### src/rtl/pc_unit.sv
// Instruction-pointer unit: sequential advance, conditional branches and a
// circular return-address stack with sticky overflow/underflow reporting.
module pc_unit #(
  parameter int unsigned AW        = 16,
  parameter int unsigned RAS_DEPTH = 4,
  parameter int unsigned RESET_PC  = 0
) (
  input  logic          clk,
  input  logic          rst_n,
  input  logic          adv,
  input  logic          stall,
  input  logic          instr_long,
  input  logic          br_en,
  input  logic [3:0]    br_cond,
  input  logic [AW-1:0] br_target,
  input  logic          call,
  input  logic          ret,
  input  logic          flag_zero,
  input  logic          flag_sign,
  input  logic          flag_carry,
  input  logic          flag_overflow,
  input  logic          busy,
  output logic [AW-1:0] pc,
  output logic [AW-1:0] pc_plus1,
  output logic          taken,
  output logic          ras_empty,
  output logic          ras_full,
  output logic          ras_err
);

  localparam int unsigned PW = (RAS_DEPTH > 1) ? $clog2(RAS_DEPTH) : 1;
  localparam int unsigned CW = PW + 1;

  logic [AW-1:0] pc_q, pc_d;
  logic [PW-1:0] top_q, top_d;
  logic [CW-1:0] count_q, count_d;
  logic          err_q, err_d;
  logic [AW-1:0] stack_q [RAS_DEPTH];

  logic          cond_true;
  logic          upd;
  logic          do_pop;
  logic          do_push;
  logic [AW-1:0] seq_pc;
  logic [PW-1:0] push_idx;

  always_comb begin
    cond_true = 1'b0;
    unique case (br_cond)
      4'b0000: cond_true = 1'b1;
      4'b0001: cond_true = flag_zero;
      4'b0010: cond_true = !flag_zero;
      4'b0011: cond_true = (flag_sign == flag_overflow);
      4'b0100: cond_true = flag_zero | (flag_sign ^ flag_overflow);
      4'b0101: cond_true = !flag_zero & (flag_sign == flag_overflow);
      4'b0110: cond_true = flag_sign ^ flag_overflow;
      4'b0111: cond_true = flag_overflow;
      4'b1000: cond_true = busy;
      4'b1001: cond_true = flag_sign;
      4'b1010: cond_true = !flag_sign;
      4'b1011: cond_true = !flag_carry;
      4'b1100: cond_true = flag_zero | flag_carry;
      4'b1101: cond_true = !(flag_zero | flag_carry);
      4'b1110: cond_true = flag_carry;
      default: cond_true = !flag_overflow;
    endcase
  end

  assign taken     = br_en & cond_true;
  assign ras_empty = (count_q == '0);
  assign ras_full  = (count_q == CW'(RAS_DEPTH));
  assign ras_err   = err_q;
  assign pc        = pc_q;
  assign pc_plus1  = pc_q + AW'(1);

  assign upd      = adv & !stall;
  assign seq_pc   = pc_q + (instr_long ? AW'(2) : AW'(1));
  assign do_pop   = upd & ret & !ras_empty;
  assign do_push  = upd & taken & call & !ret;
  assign push_idx = top_q + PW'(1);

  // A push onto a full stack lands on the oldest slot, so occupancy saturates.
  always_comb begin
    pc_d    = pc_q;
    top_d   = top_q;
    count_d = count_q;
    err_d   = err_q;
    if (upd) begin
      if (do_pop) begin
        pc_d    = stack_q[top_q];
        top_d   = top_q - PW'(1);
        count_d = count_q - CW'(1);
      end else if (taken) begin
        pc_d = br_target;
      end else begin
        pc_d = seq_pc;
      end
      if (do_push) begin
        top_d = push_idx;
        if (ras_full) err_d = 1'b1;
        else          count_d = count_q + CW'(1);
      end
      if (ret && ras_empty) err_d = 1'b1;
    end
  end

  always_ff @(posedge clk or negedge rst_n) begin
    if (!rst_n) begin
      pc_q    <= AW'(RESET_PC);
      top_q   <= '0;
      count_q <= '0;
      err_q   <= 1'b0;
    end else begin
      pc_q    <= pc_d;
      top_q   <= top_d;
      count_q <= count_d;
      err_q   <= err_d;
    end
  end

  always_ff @(posedge clk) begin
    if (do_push) stack_q[push_idx] <= seq_pc;
  end

endmodule

### config.mk
export PLATFORM = sky130hd
export DESIGN_NAME = pc_unit
export DESIGN_NICKNAME = d
export VERILOG_FILES = /design/src/rtl/pc_unit.sv
export SDC_FILE = /design/constraint.sdc
export NUM_CORES = 1
export LEC_CHECK = 0
export CORE_MARGIN = 2
export CORE_UTILIZATION = 45
export DETAILED_ROUTE_END_ITERATION = 8
export PLACE_DENSITY = 0.84
export SLEW_MARGIN = 20
export SYNTH_ARGS = -nofsm -noshare
export SYNTH_HDL_FRONTEND = slang
export SYNTH_SLANG_ARGS = --single-unit
### constraint.sdc
create_clock -name clk -period 2.6 [get_ports clk]
set_clock_uncertainty 0.2 [all_clocks]
set_input_delay 0.52 -clock clk [delete_from_list [all_inputs] [get_ports clk]]
set_output_delay 0.52 -clock clk [all_outputs]
set_load 0.02 [all_outputs]
==> results of run 1 <==
## timing repair
action	in CTS	in global routing
resized for setup	70	50
endpoints found under the setup margin	114	109
setup buffers	4	4
pin swaps	12	19
## cells in the mapped netlist (2+ instances only)
library cell   n
nor2b_1        3
mux4_2        16
o21ai_1       18
xor2_1        20
o311a_1        2
nand3_1        7
and3_1         5
a211o_1        2
mux2i_1       17
and2_1         5
buf_6          2
inv_1         15
a21oi_1        3
clkbuf_1      11
nand4_1        3
buf_1          2
o21ai_0        2
buf_2          2
xnor2_1       11
nor2_1        24
dfrtp_1       22
nand2b_1       2
edfxtp_1      64
ha_1          10
nand3b_1       2
a22oi_1       17
nand2_1       14
## kinds of logic (layout without fill, tap and decap cells)
family / Yosys count / count (layout) / synth area share [%]
simple gates: 71 / 71 / 8.17
mux: 33 / 33 / 12.4
xor+xnor: 31 / 31 / 6.33
fa+ha+maj: 11 / 11 / 3.38
compound gates: 53 / 53 / 8.90
flops: 86 / 86 / 57.6
buf+inv: 32 / 168 / 3.21
## sequential cells by signal, summed over array words and instances, names as in the netlist
| register | flops |
|---|---|
| stack_q | 64 |
| ras_err | 1 |
| count_q | 3 |
| pc | 16 |
| top_q | 2 |
## metal layers
layer  global-route usage, %  wire [um]
met2                    40.0       5880
met4                    11.1        350
met3                    3.45        675
met1                    29.8       4820
met5                       0          0
## how the worst min path moves through the flow
stage | depth (start not counted) | endpoint | startpoint | slack (ns)
final | 1 | ras_err | ras_err | 0.27
after global routing | 1 | count_q[2] | count_q[2] | 0.31
after CTS | 1 | ras_err | ras_err | 0.27
after detailed placement | 1 | ras_err | ras_err | 0.26
after global placement | 1 | ras_err | ras_err | 0.26
after floorplan | 0 | count_q[0] | rst_n | 0.02
## where the power goes
group	total [mW]	switching, mW	internal, mW	leakage (nW)
Clock	1.00	0.465	0.535	0.0994
Combinational	3.05	1.60	1.45	1.50
Sequential	1.96	0.152	1.81	0.844
## stage by stage
stage | hold WS [ns] | std cells | cell area, um2 | util, %
floorplan | 0.0244 | 317 | 4320 | -
global placement | 0.255 | 560 | 5610 | 60.8
detailed placement | 0.255 | 560 | 5610 | 60.8
CTS | 0.273 | 578 | 5910 | 64.0
global route | 0.312 | 582 | 5950 | 64.4
finish | 0.266 | 582 | 5950 | 64.4
## worst max-delay path, cell delays in order (launching register included)
cell and delay [ns]:
dfrtp_1 0.39, buf_4 0.14, ha_4 0.17, nand4_1 0.21
nor2_1 0.18, xor2_1 0.22, buf_2 0.20
## final cells by class
class | instances | area (um2)
clock buffers | 11 | 131
inverters | 15 | 61.3
well taps | 129 | 161
clock inverters | 4 | 72.6
repair buffers | 138 | 1240
multi-input cells | 199 | 1810
flip-flops and latches | 86 | 2470
fillers | 674 | 3290
==> flow_summary.toml, run 1 <==
[timing]
hold_viol = 0
rsz0062_at_grt = "true"
tightest_slew_ns = 0.361
fin_setup_tns_ns = 0
drv_slew = 0
fin_crit_ns = 2.58
setup_viol = 0
relSlewSlack_pct = 75.7
finalCritPeriodShare_pct = 99.4
max_freq_mhz = 387
setup_ws_ns = 0.0161

[final_layout]
final_common_cell = "edfxtp_1"
drive_gt1_share_pct = 32.5
area_growth_pct = 38.7
antenna_cells = 0
layout_common_cells = "edfxtp_1 (64), buf_4 (62), clkdlybuf4s50_1 (42)"
nets = 493

[die]
die_h_um = 102
initial_core_util_pct = 46.4
fp.coreArea_mm2 = 0.00924
rows = 35
die_area_mm2 = 0.0103
fp.dieW_um = 102
io_pins = 69

[worst_setup_path]
reg2reg_to = "pc[12]"
endpoint_kind = "output port"
worst_ep_required_time_ns = 1.88
crit_start = "pc[0]"
r2r-start = "pc[0]"
cp_max_fo = 3
path_class = "reg2out"
critPathArrivalTime_ns = 1.86
r2r_cells = 12
cp-endpoint = "pc_plus1[14]"
r2r_slack_ns = 0.11
startpoint_type = "register"

[clock_tree]
h-tree-depth = 3
numCtsBuffers = 9
cts_root_buf = "clkbuf_8"
cts-hold-fix-buffers = 0
clk_pin_slew_ns = 0.08
clkSinkCount = 86
clk_latency_ns = 0.35
tritoncts = "yes"
cts_buffer_depth = 2

[yosys]
yosys_warnings = 0
synthTopCellsByArea = "edfxtp_1 (45%), dfrtp_1 (13%), mux4_2 (8.4%)"
async_reset_ff_share_pct = 25.6
synth_top_area_cell = "edfxtp_1"
synthCells = 317
avgSynthCellArea_um2 = 13.5
netlist.area_leader.share_pct = 44.8
syn_nets = 361
yosys.cell_types.count = 43
synth_area_mm2 = 0.00429
seq_area_frac_synth_pct = 57.6
synth-edff-count = 64
synth_flop_cell = "edfxtp_1"
synth-seq-cells = 86

[pwr]
power_density_mw_per_mm2 = 1010
leakage_nw = 2.44
peakVddDrop_v = 0.000630
power.total_mw = 6.01

[global_route]
grt_pass1_wl_um = 17900
grt_pass1_vias = 3479
gr-total-overflow = 0
antenna_found_initial = 0
grtUsageTotal_pct = 23.6
grt_max_degree = 23

[placed_design]
io_buffers = 68
dp_hpwl_um = 7990
gp_congestion = 0.811
dp_slack_ns = -0.913

[detailed_routing]
route.detailed.drc = 0
drtAntennaViolNets = 0
vias_per_cell = 5.60
wl_per_cell_um = 20.2
firstDrtPassIters = 5
drt_wl_total_um = 11700
num_vias = 3258
drtIter0Drc = 240

[run]
maxCapViolCount = 0

[outcome]
status = "finished, final reports clean"

[worst_hold_path]
hold_path_class = "reg2reg"
Note: power is estimated with default switching activity, not from simulation.
==> inputs of run 2 (changes only) <==
PLACE_DENSITY = 0.81   (was 0.84)
clock period = 3.15 ns   (was 2.6 ns; I/O delays follow)
==> flow_summary.toml, run 2 (synthesis gave the netlist of run 1 again) <==
[global_route]
grt_max_degree = 25
gr-total-overflow = 0
grt_pass1_vias = 3176
grt_pass1_wl_um = 16700
antenna_found_initial = 0
grtUsageTotal_pct = 21.9

[pwr]
power_density_mw_per_mm2 = 837
leakage_nw = 2.28
peakVddDrop_v = 0.000545
power.total_mw = 4.75

[clock_tree]
h-tree-depth = 3
clk_latency_ns = 0.36
cts_buffer_depth = 2
numCtsBuffers = 9
clk_pin_slew_ns = 0.09
tritoncts = "yes"
cts_root_buf = "clkbuf_8"
cts-hold-fix-buffers = 0
clkSinkCount = 86

[worst_hold_path]
hold_start = "ras_err"
hold_path_class = "reg2reg"

[final_layout]
final_cells = 556
area_growth_pct = 32.2
drive_gt1_share_pct = 21.3
layout_common_cells = "edfxtp_1 (64), clkdlybuf4s50_1 (57), buf_4 (37)"
regMostFlops = "stack_q"
final_common_cell = "edfxtp_1"
antenna_cells = 0
largest_reg_flops = 64
nets = 466

[die]
die_h_um = 102
io_pins = 69
fp.coreArea_mm2 = 0.00924
initial_core_util_pct = 46.4
die_area_mm2 = 0.0103
rows = 35
fp.dieW_um = 102

[worst_setup_path]
cp_max_fo = 5
endpoint_kind = "output port"
startpoint_type = "register"
crit_start = "pc[8]"
path_class = "reg2out"
r2r-start = "pc[0]"
critPathArrivalTime_ns = 2.23
worst_ep_required_time_ns = 2.32

[timing]
setup_viol = 0
drv_slew = 0
fin_setup_tns_ns = 0
finalCritPeriodShare_pct = 97.1
fin_crit_ns = 3.06
max_freq_mhz = 327
hold_viol = 0
holdWs_ns = 0.265
tightest_slew_ns = 0.444
relSlewSlack_pct = 70.2
rsz0062_at_grt = "false"

[placed_design]
dp_hpwl_um = 7790
gp_congestion = 0.811
placed_cells = 537
io_buffers = 68

[detailed_routing]
vias_per_cell = 5.60
drtIter0Drc = 206
route.detailed.drc = 0
wl_per_cell_um = 19.6
firstDrtPassIters = 5
drt_wl_total_um = 10900
drtAntennaViolNets = 0
num_vias = 3112

[run]
maxCapViolCount = 0

[outcome]
status = "finished, final reports clean"
run 2: path summary, 6_finish.rpt:
path                       slack [ns]           end  cells after the start
setup / recovery                 0.09  pc_plus1[11]                      6
hold / removal                   0.26       ras_err                      1
min in group asynchronous        0.45    count_q[0]                      2
max in group asynchronous        2.03         pc[7]                      2
hold reg to reg                  0.26       ras_err                      1
setup reg to reg                 0.62        pc[10]                      9
run 2: area by class of cell:
class	count	area [um2]
clock buffers	10	138
clock inverters	6	92.6
fillers	710	3570
inverters	15	56.3
multi-input cells	199	1720
flip-flops and latches	86	2480
well taps	129	161
repair buffers	111	1030
run 2: worst max-delay path, stage by stage (launching register included):
cell	delay [ns]
dfrtp_1	0.44
and3_2	0.27
nand3b_1	0.08
buf_4	0.18
nor2_1	0.11
xor2_1	0.16
clkdlybuf4s50_1	0.63
run 2: repair_timing:
item | CTS | global route
pin swaps | 4 | 4
resized for setup | 17 | 19
endpoints found under the setup margin | 74 | 73
setup buffers | 3 | 0
run 2: power breakdown:
| part | internal, mW | switching [mW] | leakage, nW |
|---|---|---|---|
| clock network | 0.474 | 0.398 | 0.111 |
| logic | 1.04 | 1.17 | 1.33 |
| registers | 1.50 | 0.173 | 0.841 |
run 2: per-layer routing:
layer	vias to the layer above	share of wire (%)	global-route usage (%)	wire length, um
li1	1396	-	-	-
met1	1544	41	28.6	4490
met2	147	49	36.1	5380
met3	25	6.6	4.07	720
met4	0	3.0	9.04	327
met5	-	0	0	0
run 2: metrics by stage:
stage | setup slack [ns] | cell area [um2] | utilization, %
floorplan | 0.251 | 4290 | -
global placement | -0.452 | 5350 | 57.9
global route | 0.00807 | 5670 | 61.4
detailed placement | -0.605 | 5350 | 57.9
CTS | -0.116 | 5620 | 60.8
finish | 0.0920 | 5670 | 61.4
==> inputs of run 3 (changes only) <==
ABC_CLOCK_PERIOD_IN_PS = 3150   (was not set)
CAP_MARGIN = 20   (was not set)
==> results of run 3 <==
No change in the layout: final DEF, timing and power equal those of run 2.
